**config.mk**
```make
export PLATFORM = sky130hd
export DESIGN_NAME = aes_round_counter
export DESIGN_NICKNAME = d
export VERILOG_FILES = /design/src/rtl/aes_round_counter.sv
export SDC_FILE = /design/constraint.sdc
export NUM_CORES = 1
export LEC_CHECK = 0
export BUFFER_PORTS_ARGS = -buffer_cell sky130_fd_sc_hd__buf_2
export CAP_MARGIN = 10
export CORE_AREA = 2 2 39 41
export CTS_CLUSTER_SIZE = 25
export DETAILED_ROUTE_END_ITERATION = 10
export DIE_AREA = 0 0 41 43
export GPL_ROUTABILITY_DRIVEN = 1
export PLACE_DENSITY_LB_ADDON = 0.15
export SETUP_SLACK_MARGIN = 0.3
export SLEW_MARGIN = 25
export SYNTH_ARGS = -nofsm -noshare
export SYNTH_HDL_FRONTEND = slang
export SYNTH_SLANG_ARGS = --single-unit
```
**constraint.sdc**
```tcl
create_clock -name clk -period 1.89 [get_ports clk]
set_input_delay 0.2835 -clock clk [delete_from_list [all_inputs] [get_ports clk]]
set_output_delay 0.2835 -clock clk [all_outputs]
set_load 0.01 [all_outputs]
```
**src/rtl/aes_round_counter.sv**
```systemverilog
// Round counter for the AES datapath.
// Counts 0..MAX_CNT on enabled clocks, wraps to 0 after MAX_CNT, and flags the
// terminal (last) round combinationally from the count register.
module aes_round_counter #(
    parameter int MAX_CNT  = 10,
    parameter int CNT_SIZE = 4
) (
    input  logic                clk,
    input  logic                rst_n,
    input  logic                i_cnt_en,
    output logic                o_flag,
    output logic [CNT_SIZE-1:0] o_count
);

    // Refuse to build a counter whose terminal value is zero or does not fit
    // in the count register; either would break the wrap/flag behaviour.
    generate
        if (MAX_CNT < 1) begin : g_bad_max_low
            $error("aes_round_counter: MAX_CNT must be >= 1");
        end
        if (CNT_SIZE < 1 || CNT_SIZE > 31) begin : g_bad_size
            $error("aes_round_counter: CNT_SIZE must be in 1..31");
        end else if (MAX_CNT > (2 ** CNT_SIZE) - 1) begin : g_bad_max_high
            $error("aes_round_counter: MAX_CNT does not fit in CNT_SIZE bits");
        end
    endgenerate

    localparam logic [CNT_SIZE-1:0] TERM_VAL = CNT_SIZE'(MAX_CNT);
    localparam logic [CNT_SIZE-1:0] ONE_VAL  = CNT_SIZE'(1);

    logic [CNT_SIZE-1:0] count_q;
    logic [CNT_SIZE-1:0] count_d;
    logic                at_term;

    // Terminal detect, shared by the wrap decision and the output flag.
    assign at_term = (count_q == TERM_VAL);

    // Next-count selection: wrap at the terminal value, otherwise step or hold.
    always_comb begin
        count_d = count_q;
        if (i_cnt_en) begin
            if (at_term) begin
                count_d = '0;
            end else begin
                count_d = count_q + ONE_VAL;
            end
        end
    end

    // Count register; reset wins over enable.
    always_ff @(posedge clk) begin
        if (!rst_n) begin
            count_q <= '0;
        end else begin
            count_q <= count_d;
        end
    end

    assign o_count = count_q;
    assign o_flag  = at_term;

endmodule

```
# Word level (Yosys, flattened, before mapping)
# Cells that the tools add are included.
# classes
shift	0
n_eq_ne	1
multipliers	0
mux	1
reduce_logical	0
n_div	0
n_bitwise	0
magnitude_cmp	0
add_sub_neg	1
# op_table
cell	count
$add A4 B1 Y4 const B	1
$eq A4 B4 Y1 const B	1
$mux W4	1
# word_totals
mem_bits_ro	0
register_bits	4
out_inout_bits	5
n_memories	0
inputBits	3
ram_bits	0
latchBits	0

# Depth between registers and ports, before layout
# Gate-level depths: netlist of the first run.
# logic_depth
ltp_word	2
depth_mapped	3
depth_no_buf	3

# Worst setup path before layout of the first run
# Ideal clock, no wire load.
# synth_timing
path_kind	flip-flop to output port
from	reg count_q[1], in the netlist o_count[1]
to	out o_flag
path_stages_with_launch	3
path_buffers	0
arrival_time_ns	0.718
setup_slack_ns	0.889
required_time_ns	1.607
path_cell_list	dfxtp_1 nand3b_1 nor2_1
# synth_via
elab_chain_cells	1
# synth_lines
item	line	source
from (decl)	31	logic [CNT_SIZE-1:0] count_q;
from (signal assigned)	55	count_q <= count_d;
$eq A4 B4 Y1	36	assign at_term = (count_q == TERM_VAL);
to (decl)	11	output logic o_flag,
# No other way between the ends.

# Worst setup path in the final report of the first run
# Ends and elaborated chain as after synthesis.

==> run_results.csv, run 1 <==
group,metric,value,unit
status,outcome,"complete, no violations",
floorplanning,design.die.area,1760,um^2
setup_path,cpPeakStageDelay,420,ps
floorplanning,dieWidth,41,um
yosys,seq_area_frac_synth,39.8,%
setup_path,timing.critical_path.from_type,"register",
setup_path,cpLargestDelayFamily,"flip-flops",
sta,finalWorstPathRequiredPeriod,1290,ps
finish,finalNetCount,37,
setup_path,critical_path_buf_inv_count,1,
routing,detailroute.via_count,209,
setup_path,timing.rr.end,"o_count[2]$_SDFFE_PN0P_",
pwr,power_report.internal_total,0.000168,W
sta,worstMarginPinSlew,261,ps
grt,grt_first_pass_wirelength,855,um
routing,drt.antenna.violating_nets,0,
pwr,total_power,0.000216,W
sta,fin_skew,6.35,ps
yosys,yosys_warnings,0,
setup_path,standard_cell_with_the_maximum_stage_delay_on_the_critical_path,"sky130_fd_sc_hd__dfxtp_1",
pwr,power_density,774,nW/um^2
placed_design,place_hpwl,356,um
grt,globalRoute.totalOverflow,0,
setup_path,worst-endpoint-required,1610,ps
setup_path,cp-end-kind,"output pin",
floorplanning,start_util,14.6,%
setup_path,critical_path.cell_chain,"nand3b_1 -> nor2_1 -> buf_2",
clocking,htree_num_levels,1,
hold_path,hold_depth,2,
pwr,sw_frac_of_total,22.3,%
setup_path,crit_type,"reg2out",
yosys,yosys_register_bits,4,
setup_path,ff2ff_setup_slack,900,ps
grt,maximum_number_of_pins_on_one_net_before_global_route_repair,10,
clocking,insertion_delay,240,ps
grt,groute.layer.met3.usage,1.57,%
sta,setup-tns-final,0,ps
grt,global_route.usage.met2,8.75,%
grt,antenna_violations_before_repair,0,
setup_path,reg2regPathDepth,3,
routing,routed_wire_length_per_instance,9.92,um
yosys,post_synth.cell_area_avg,9.16,um^2
clocking,cts_tree,"done",
grt,number_of_global_route_vias_before_repair,196,
sta,hold-worst-slack,318,ps
finish,syn2layout_area_growth,38.5,%
routing,first_pass_iters,3,
clocking,ctsRootBufferMaster,"sky130_fd_sc_hd__clkbuf_4",
yosys,syn-instance-count,22,
floorplanning,core_region_area,1380,um^2
placed_design,count_of_input_and_output_buffers,7,
setup_path,r2r_start,"o_count[0]$_SDFFE_PN0P_",
clocking,clk_pin_slew,30,ps
yosys,synth.top_cells.by_area,"sky130_fd_sc_hd__dfxtp_1 (40%), sky130_fd_sc_hd__a21boi_1 (7.5%), sky130_fd_sc_hd__nand3b_1 (7.5%), sky130_fd_sc_hd__nor2b_1 (6.2%), sky130_fd_sc_hd__and4b_2 (5.6%)",
sta,setup_ws,604,ps
setup_path,worst_ep_arrival_time,1000,ps
finish,share_of_final_layout_standard_cells_stronger_than_drive_strength_1,34.4,%
sta,final_setup_fails,0,
yosys,ys_types,15,
sta,final_min_period_over_clock_period,68.1,%
grt,grt_most_used_layer,"met1",
sta,report.final.hold_viol_count,0,
floorplanning,row_count,14,
pwr,power.clock.fraction,49.0,%
sta,worst_slew_margin_rel,82.6,%
pwr,power.share.sequential,43.5,%
routing,route.detailed.vias_per_inst,4.35,
placed_design,gp_congestion,0.703,
yosys,mappedNetlistArea,201,um^2
routing,wirelength,476,um
grt,overall_fraction_of_global_route_tracks_in_use,7.24,%
clocking,postCtsHoldBufs,0,
clocking,post_cts_setup_inserts,0,
sta,rsz0062_at_grt,"false",
finish,insertedDiodeCount,0,
routing,initialDrtViolationCount,5,
job,maxCapViolations,0,
yosys,postSynthNetCount,25,
sta,maxClockFrequency,777,MHz
setup_path,path_max_fanout,7,
pwr,share_comb_of_total_power,7.5,%
hold_path,hold_start,"rst_n",
clocking,cts_inserted_buffers,3,
sta,timing_max_transition_violations_final,0,
yosys,synth_top_cell_area_share,39.8,%
clocking,postCtsResizedCells,0,
finish,number_of_flip_flops_in_the_largest_register,4,
grt,grt.met1_usage,10.3,%
clocking,clock-sinks,4,
hold_path,timing.hold.worst.class,"in2reg",
floorplanning,ios,8,
yosys,synthDominantAreaCellType,"sky130_fd_sc_hd__dfxtp_1",
floorplanning,die_h,43,um
routing,drt_drc_violations_left,0,
clocking,clock_path_buffers,2,
placed_design,post-place-ws,843,ps
pwr,power_leakage,0.123,nW
hold_path,worstHoldEndpoint,"o_count[2]$_SDFFE_PN0P_",
pwr,vdd_ir_drop_max,0.258,mV
pwr,total_switching_power,0.0000482,W
-- cell usage after synthesis --
| cell | instances |
|---|---|
| sky130_fd_sc_hd__and4b_2 | 1 |
| sky130_fd_sc_hd__a31o_1 | 1 |
| sky130_fd_sc_hd__nand3b_1 | 2 |
| sky130_fd_sc_hd__nand3_1 | 1 |
| sky130_fd_sc_hd__and4b_1 | 1 |
| sky130_fd_sc_hd__o21ai_1 | 1 |
| sky130_fd_sc_hd__and2_1 | 1 |
| sky130_fd_sc_hd__nor2_1 | 1 |
| sky130_fd_sc_hd__nor2b_1 | 2 |
| sky130_fd_sc_hd__o21ai_0 | 2 |
| sky130_fd_sc_hd__nand2b_1 | 1 |
| sky130_fd_sc_hd__a21boi_1 | 2 |
| sky130_fd_sc_hd__nand2_1 | 1 |
| sky130_fd_sc_hd__xnor2_1 | 1 |
| sky130_fd_sc_hd__dfxtp_1 | 4 |
-- cells by family after synthesis --
group            share of synthesized area, %
flip-flops                               39.8
AO/OA/AOI/OAI                            19.3
XOR/XNOR                                 4.35
AND/OR/NAND/NOR                          36.6
-- cell usage in the layout (no fill, tap or decap) --
cell type / n
sky130_fd_sc_hd__a21boi_1: 2
sky130_fd_sc_hd__a31o_1: 1
sky130_fd_sc_hd__and2_1: 1
sky130_fd_sc_hd__and4b_1: 1
sky130_fd_sc_hd__and4b_2: 1
sky130_fd_sc_hd__buf_2: 7
sky130_fd_sc_hd__clkbuf_4: 3
sky130_fd_sc_hd__dfxtp_1: 4
sky130_fd_sc_hd__nand2_1: 1
sky130_fd_sc_hd__nand2b_1: 1
sky130_fd_sc_hd__nand3_1: 1
sky130_fd_sc_hd__nand3b_1: 2
sky130_fd_sc_hd__nor2_1: 1
sky130_fd_sc_hd__nor2b_1: 2
sky130_fd_sc_hd__o21ai_0: 2
sky130_fd_sc_hd__o21ai_1: 1
sky130_fd_sc_hd__xnor2_1: 1
-- layer usage --
metal | vias to the layer above | wire length (um) | part of all wire (%)
li1 | 103 | - | -
met1 | 102 | 222 | 47
met2 | 4 | 223 | 47
met3 | 0 | 30 | 6.3
met4 | 0 | 0 | 0
met5 | - | 0 | 0
-- through the flow --
step	utilization [%]	cell area (um^2)	std cells
2_1_floorplan	-	201	22
3_3_place_gp	18.5	256	45
3_5_place_dp	18.5	256	45
4_1_cts	20.2	279	48
5_1_grt	20.2	279	48
6_report	20.2	279	48
-- worst max-delay path by stage --
| stage | start | to | slack [ps] | depth (start not counted) |
|---|---|---|---|---|
| finish | o_count[1]$_SDFFE_PN0P_ | o_flag | 600 | 3 |
| global route | o_count[1]$_SDFFE_PN0P_ | o_flag | 490 | 3 |
| CTS | o_count[1]$_SDFFE_PN0P_ | o_flag | 580 | 3 |
| detailed placement | o_count[1]$_SDFFE_PN0P_ | o_flag | 840 | 3 |
| global placement | o_count[1]$_SDFFE_PN0P_ | o_flag | 840 | 3 |
| floorplan | o_count[1]$_SDFFE_PN0P_ | o_flag | 890 | 2 |
-- layout make-up --
| type | count | area, um^2 |
|---|---|---|
| multi-input combinational | 18 | 121 |
| fill | 167 | 1100 |
| clock buffer | 3 | 22.5 |
| sequential | 4 | 80.1 |
| timing repair buffer | 7 | 35.0 |
| tap | 16 | 20.0 |
-- power by group through the flow --
stage	sequential [W]	combinational, W	clock, W
2_1_floorplan	0.0000952	0.00000673	0
3_3_place_gp	0.0000952	0.0000166	0
3_5_place_dp	0.0000951	0.0000164	0
4_1_cts	0.0000938	0.0000165	0.000112
5_1_grt	0.0000950	0.0000182	0.000114
6_report	0.0000939	0.0000162	0.000106
No activity file was read; power rests on OpenSTA's default activity.
==> inputs of run 2 (changes only) <==
--- a/config.mk
+++ b/config.mk
@@ -5,6 +5,7 @@
 export SDC_FILE = /design/constraint.sdc
 export NUM_CORES = 1
 export LEC_CHECK = 0
+export ABC_AREA = 1
 export BUFFER_PORTS_ARGS = -buffer_cell sky130_fd_sc_hd__buf_2
 export CAP_MARGIN = 10
 export CORE_AREA = 2 2 39 41
==> constraint.sdc (replaced) <==
create_clock -name clk -period 1.3 [get_ports clk]
set_input_delay 0.195 -clock clk [delete_from_list [all_inputs] [get_ports clk]]
set_output_delay 0.195 -clock clk [all_outputs]
set_load 0.01 [all_outputs]
==> run_results.csv, run 2 <==
group,metric,value,unit
status,outcome,"complete, no violations",
floorplanning,row_count,14,
grt,number_of_global_route_vias_before_repair,204,
sta,setup_ws,139,ps
yosys,ys_types,10,
yosys,syn-instance-count,32,
pwr,vdd_ir_drop_max,0.451,mV
routing,initialDrtViolationCount,1,
finish,finalNetCount,51,
setup_path,cpPeakStageDelay,360,ps
routing,route.detailed.vias_per_inst,3.94,
finish,finish.utilization,24.8,%
sta,report.final.hold_viol_count,0,
yosys,synth_top_flop_cell,"sky130_fd_sc_hd__dfxtp_1",
placed_design,count_of_input_and_output_buffers,7,
yosys,synth_commonest_cells,"sky130_fd_sc_hd__nor2_1 (9), sky130_fd_sc_hd__nand2_1 (6), sky130_fd_sc_hd__inv_1 (5)",
setup_path,cpLargestDelayFamily,"flip-flops",
floorplanning,start_util,14.6,%
clocking,htree_num_levels,1,
setup_path,worst_ep_arrival_time,970,ps
setup_path,path_max_fanout,5,
sta,rsz0062_at_grt,"true",
setup_path,timing.critical_path.from_type,"register",
floorplanning,die_h,43,um
sta,worst_slew_margin_rel,89.4,%
sta,final_setup_fails,0,
setup_path,crit_type,"reg2out",
clocking,clock_path_buffers,2,
finish,insertedDiodeCount,0,
finish,number_of_flip_flops_in_the_largest_register,4,
pwr,power_density,968,nW/um^2
setup_path,critical_path.cell_chain,"inv_2 -> nor3_2 -> buf_2",
finish,share_of_final_layout_standard_cells_stronger_than_drive_strength_1,54.3,%
sta,setup-tns-final,0,ps
sta,finalWorstPathRequiredPeriod,1160,ps
sta,fin_skew,9.41,ps
grt,maximum_number_of_pins_on_one_net_before_global_route_repair,7,
routing,drt.antenna.violating_nets,0,
routing,routed_wire_length_per_instance,9.34,um
job,maxCapViolations,0,
setup_path,standard_cell_with_the_maximum_stage_delay_on_the_critical_path,"sky130_fd_sc_hd__dfxtp_4",
floorplanning,core_region_area,1380,um^2
yosys,yosys_warnings,0,
clocking,postCtsHoldBufs,0,
pwr,power_leakage,0.162,nW
grt,grt_first_pass_wirelength,903,um
clocking,insertion_delay,240,ps
yosys,synthMostInstantiatedCell,"sky130_fd_sc_hd__nor2_1",
grt,globalRoute.totalOverflow,0,
placed_design,post-place-ws,281,ps
finish,syn2layout_area_growth,70.2,%
routing,drt_drc_violations_left,0,
placed_design,gp_congestion,0.640,
floorplanning,dieWidth,41,um
grt,antenna_violations_before_repair,0,
clocking,clock-sinks,4,
finish,layout_commonest_cell,"sky130_fd_sc_hd__nor2_1",
grt,overall_fraction_of_global_route_tracks_in_use,8.61,%
clocking,cts_inserted_buffers,3,
hold_path,timing.hold.worst.class,"in2reg",
yosys,yosys_register_bits,4,
routing,detailroute.via_count,244,
routing,wirelength,579,um
floorplanning,design.die.area,1760,um^2
clocking,cts_tree,"done",
setup_path,critical_path_buf_inv_count,2,
yosys,mappedNetlistArea,201,um^2
yosys,seq_area_frac_synth,39.8,%
sta,worstMarginPinSlew,159,ps
setup_path,worst-endpoint-required,1110,ps
clocking,clk_pin_slew,40,ps
routing,first_pass_iters,2,
sta,timing_max_transition_violations_final,0,
placed_design,place_hpwl,392,um
clocking,ctsRootBufferMaster,"sky130_fd_sc_hd__clkbuf_4",
sta,final_min_period_over_clock_period,89.3,%
yosys,synth_top_cell_area_share,39.8,%
pwr,total_power,0.000332,W
yosys,post_synth.cell_area_avg,6.30,um^2
sta,maxClockFrequency,861,MHz
yosys,synthDominantAreaCellType,"sky130_fd_sc_hd__dfxtp_1",
floorplanning,ios,8,
finish,highest_count_cells_in_the_layout_ignoring_fill_and_taps,"sky130_fd_sc_hd__nor2_1 (9), sky130_fd_sc_hd__buf_2 (5), sky130_fd_sc_hd__nand2_1 (4)",
setup_path,cp-end-kind,"output pin",
yosys,postSynthNetCount,35,
yosys,synth-edff-count,0,
yosys,async_flop_share,0,%
yosys,synth.top_cells.by_area,"sky130_fd_sc_hd__dfxtp_1 (40%), sky130_fd_sc_hd__nor2_1 (17%), sky130_fd_sc_hd__nand2_1 (11%), sky130_fd_sc_hd__inv_1 (9.3%), sky130_fd_sc_hd__nor3_1 (5.0%)",
-- run 2: cell count changes in the layout (fill, tap and decap cells not counted), sizes merged, moves of 2 or more --
cell	previous run	this run
nand3b	2	0
nand2	1	7
buf	7	11
a21boi	2	0
nor2	1	9
nor2b	2	0
nor3	0	3
and4b	2	0
inv	0	5
-- run 2: logic make-up (layout without fill, tap and decap cells) --
logic type	count (synthesis)	in the layout	share of synthesized area [%]
simple gates	20	20	43.5
buf+inv	5	19	9.32
compound gates	3	3	7.45
flops	4	4	39.8
-- run 2: per-layer routing --
metal,vias to the layer above,global-route usage [%],wire [um],share of wire [%]
met1,104,8.92,251,43
met2,9,10.3,256,44
met3,2,9.95,61,11
li1,129,-,-,-
met4,0,4.00,8,1.4
met5,-,0,0,0
-- run 2: where the power goes --
part / switching [W] / internal (W) / leakage (nW)
registers: 0.00000729 / 0.000129 / 0.0346
clock network: 0.0000550 / 0.000104 / 0.0138
logic: 0.0000205 / 0.0000169 / 0.114
total: 0.0000827 / 0.000249 / 0.162
-- run 2: final timing paths --
kind | from | endpoint | slack [ps] | depth (start not counted)
max | o_count[1]$_SDFFE_PN0P_ | o_flag | 140 | 3
max reg2reg | o_count[2]$_SDFFE_PN0P_ | o_count[3]$_SDFFE_PN0P_ | 330 | 7
min | rst_n | o_count[1]$_SDFFE_PN0P_ | 230 | 3
min reg2reg | o_count[2]$_SDFFE_PN0P_ | o_count[2]$_SDFFE_PN0P_ | 480 | 2
-- run 2: through the flow --
step / hold WS, ps / instance area [um^2] / std cells
detailed placement: 484 / 262 / 55
CTS: 225 / 308 / 60
floorplan: 321 / 206 / 32
global route: 234 / 343 / 62
finish: 231 / 343 / 62
global placement: 487 / 262 / 55
-- run 2: timing repair --
action | CTS | global route
pin swaps | 1 | 2
buffers inserted | 2 | 2
resized for setup | 6 | 6
endpoints found under the setup margin | 3 | 6
-- run 2: worst reg2reg max path: cells and delay by family (launching register included) --
| family | cells | cell delay (ps) |
|---|---|---|
| simple gates | 5 | 330 |
| flops | 1 | 330 |
| buf+inv | 2 | 200 |
-- run 2: final cells by class --
cell class,count,area (um^2)
Sequential cell,4,87.6
Fill cell,165,1040
Tap cell,16,20.0
Timing Repair Buffer,11,81.3
Clock buffer,3,22.5
Inverter,5,18.8
Multi-Input combinational cell,23,113
==> inputs of run 3 (changes only) <==
--- a/config.mk
+++ b/config.mk
@@ -9,11 +9,11 @@
 export BUFFER_PORTS_ARGS = -buffer_cell sky130_fd_sc_hd__buf_2
 export CAP_MARGIN = 10
 export CORE_AREA = 2 2 39 41
-export CTS_CLUSTER_SIZE = 25
+export CTS_CLUSTER_SIZE = 8
 export DETAILED_ROUTE_END_ITERATION = 10
 export DIE_AREA = 0 0 41 43
 export GPL_ROUTABILITY_DRIVEN = 1
-export PLACE_DENSITY_LB_ADDON = 0.15
+export PLACE_DENSITY_LB_ADDON = 0.2
 export SETUP_SLACK_MARGIN = 0.3
 export SLEW_MARGIN = 25
 export SYNTH_ARGS = -nofsm -noshare
==> run_results.csv, run 3 (synthesis gave the netlist of run 2 again) <==
group,metric,value,unit
status,outcome,"complete, no violations",
sta,final_setup_fails,0,
pwr,vdd_ir_drop_max,0.221,mV
grt,globalRoute.totalOverflow,0,
finish,syn2layout_area_growth,65.8,%
placed_design,place_hpwl,405,um
setup_path,endpoint,"o_flag",
grt,maximum_number_of_pins_on_one_net_before_global_route_repair,7,
pwr,share_comb_of_total_power,11.3,%
setup_path,timing.critical_path.from_type,"register",
floorplanning,ios,8,
grt,overall_fraction_of_global_route_tracks_in_use,7.71,%
finish,layout_commonest_cell,"sky130_fd_sc_hd__nor2_1",
sta,report.final.hold_viol_count,0,
routing,route.detailed.vias_per_inst,3.95,
sta,worst_slew_margin_rel,90.1,%
pwr,power_density,985,nW/um^2
setup_path,crit_type,"reg2out",
setup_path,r2r_start,"o_count[1]$_SDFFE_PN0P_",
finish,number_of_flip_flops_in_the_largest_register,4,
clocking,ctsRootBufferMaster,"sky130_fd_sc_hd__clkbuf_4",
pwr,total_switching_power,0.0000828,W
floorplanning,start_util,14.6,%
finish,highest_count_cells_in_the_layout_ignoring_fill_and_taps,"sky130_fd_sc_hd__nor2_1 (9), sky130_fd_sc_hd__buf_2 (5), sky130_fd_sc_hd__nand2_1 (4)",
clocking,clk_pin_slew,40,ps
clocking,htree_num_levels,1,
routing,routed_wire_length_per_instance,8.87,um
setup_path,path_max_fanout,6,
job,maxCapViolations,0,
setup_path,cp-end-kind,"output pin",
floorplanning,dieWidth,41,um
floorplanning,row_count,14,
sta,final_min_period_over_clock_period,86.7,%
floorplanning,die_h,43,um
hold_path,timing.hold.worst.class,"in2reg",
sta,timing_max_transition_violations_final,0,
setup_path,ff2ff_setup_slack,380,ps
clocking,cts_inserted_buffers,3,
pwr,power_leakage,0.157,nW
finish,share_of_final_layout_standard_cells_stronger_than_drive_strength_1,53.3,%
clocking,clock_path_buffers,2,
finish,finalNetCount,50,
sta,maxClockFrequency,887,MHz
setup_path,worst_ep_arrival_time,930,ps
routing,drt.antenna.violating_nets,0,
placed_design,gp_congestion,0.598,
placed_design,count_of_input_and_output_buffers,7,
sta,fin_skew,1.74,ps
pwr,power_report.internal_total,0.000246,W
setup_path,timing.rr.end,"o_count[3]$_SDFFE_PN0P_",
routing,drt_drc_violations_left,0,
grt,grt_first_pass_wirelength,814,um
pwr,sw_frac_of_total,25.2,%
sta,rsz0062_at_grt,"true",
pwr,power.clock.fraction,48.4,%
sta,setup-tns-final,0,ps
setup_path,reg2regPathDepth,6,
setup_path,worst-endpoint-required,1110,ps
clocking,insertion_delay,240,ps
routing,initialDrtViolationCount,5,
routing,wirelength,541,um
setup_path,critical_path.startpoint,"o_count[0]$_SDFFE_PN0P_",
pwr,total_power,0.000329,W
sta,finalWorstPathRequiredPeriod,1130,ps
floorplanning,core_region_area,1380,um^2
sta,worstMarginPinSlew,147,ps
routing,first_pass_iters,4,
clocking,clock-sinks,4,
floorplanning,design.die.area,1760,um^2
pwr,power.share.sequential,40.3,%
routing,detailroute.via_count,241,
grt,number_of_global_route_vias_before_repair,220,
clocking,cts_tree,"done",
finish,insertedDiodeCount,0,
grt,antenna_violations_before_repair,0,
==> run 3: changes by cell type in the layout (fill, tap and decap cells not counted), sizes merged <==
cell,delta
buf,-1
==> run 3: timing repair <==
action	CTS	global route
pin swaps	1	2
resized for setup	6	6
setup endpoints to repair	3	7
hold buffers	0	0
setup buffers	2	1
==> run 3: power by group through the flow <==
stage | Clock (W) | Sequential [W] | Combinational [W]
2_1_floorplan | 0 | 0.000140 | 0.0000141
3_3_place_gp | 0 | 0.000138 | 0.0000305
3_5_place_dp | 0 | 0.000138 | 0.0000298
4_1_cts | 0.000166 | 0.000135 | 0.0000312
5_1_grt | 0.000172 | 0.000134 | 0.0000417
6_report | 0.000159 | 0.000133 | 0.0000372
==> run 3: worst min-delay path by stage <==
stage	startpoint	end	depth (start not counted)
6_report	rst_n	o_count[3]$_SDFFE_PN0P_	3
3_3_place_gp	rst_n	o_count[3]$_SDFFE_PN0P_	3
4_1_cts	rst_n	o_count[3]$_SDFFE_PN0P_	3
5_1_grt	rst_n	o_count[0]$_SDFFE_PN0P_	3
2_1_floorplan	rst_n	o_count[3]$_SDFFE_PN0P_	2
3_5_place_dp	o_count[2]$_SDFFE_PN0P_	o_count[2]$_SDFFE_PN0P_	2
==> run 3: final cells by class <==
class / instances / area [um^2]
clock buffers: 3 / 22.5
fillers: 168 / 1050
inverters: 5 / 18.8
multi-input cells: 23 / 113
flip-flops and latches: 4 / 90.1
well taps: 16 / 20.0
repair buffers: 10 / 70.1
==> run 3: worst max-delay path, cell delays in order (launching register included) <==
cell and delay [ps]:
sky130_fd_sc_hd__dfxtp_2 340, sky130_fd_sc_hd__nor3_2 190, sky130_fd_sc_hd__buf_2 160
==> run 3: per-stage QoR <==
stage | util, % | area [um^2] | hold slack (ps) | worst slack (ps) | std cells
after CTS | 22.2 | 308 | 221 | 109 | 60
after global routing | 24.1 | 334 | 235 | 140 | 61
after global placement | 18.9 | 262 | 475 | 327 | 55
final | 24.1 | 334 | 225 | 172 | 61
after floorplan | - | 206 | 321 | 358 | 32
after detailed placement | 18.9 | 262 | 476 | 303 | 55
==> run 3: metal layers <==
layer	global-route usage (%)	up-vias	part of all wire, %
met5	0	-	0
met4	12.0	0	3.0
li1	-	126	-
met1	7.01	105	38
met3	1.57	2	5.2
met2	10.6	8	54
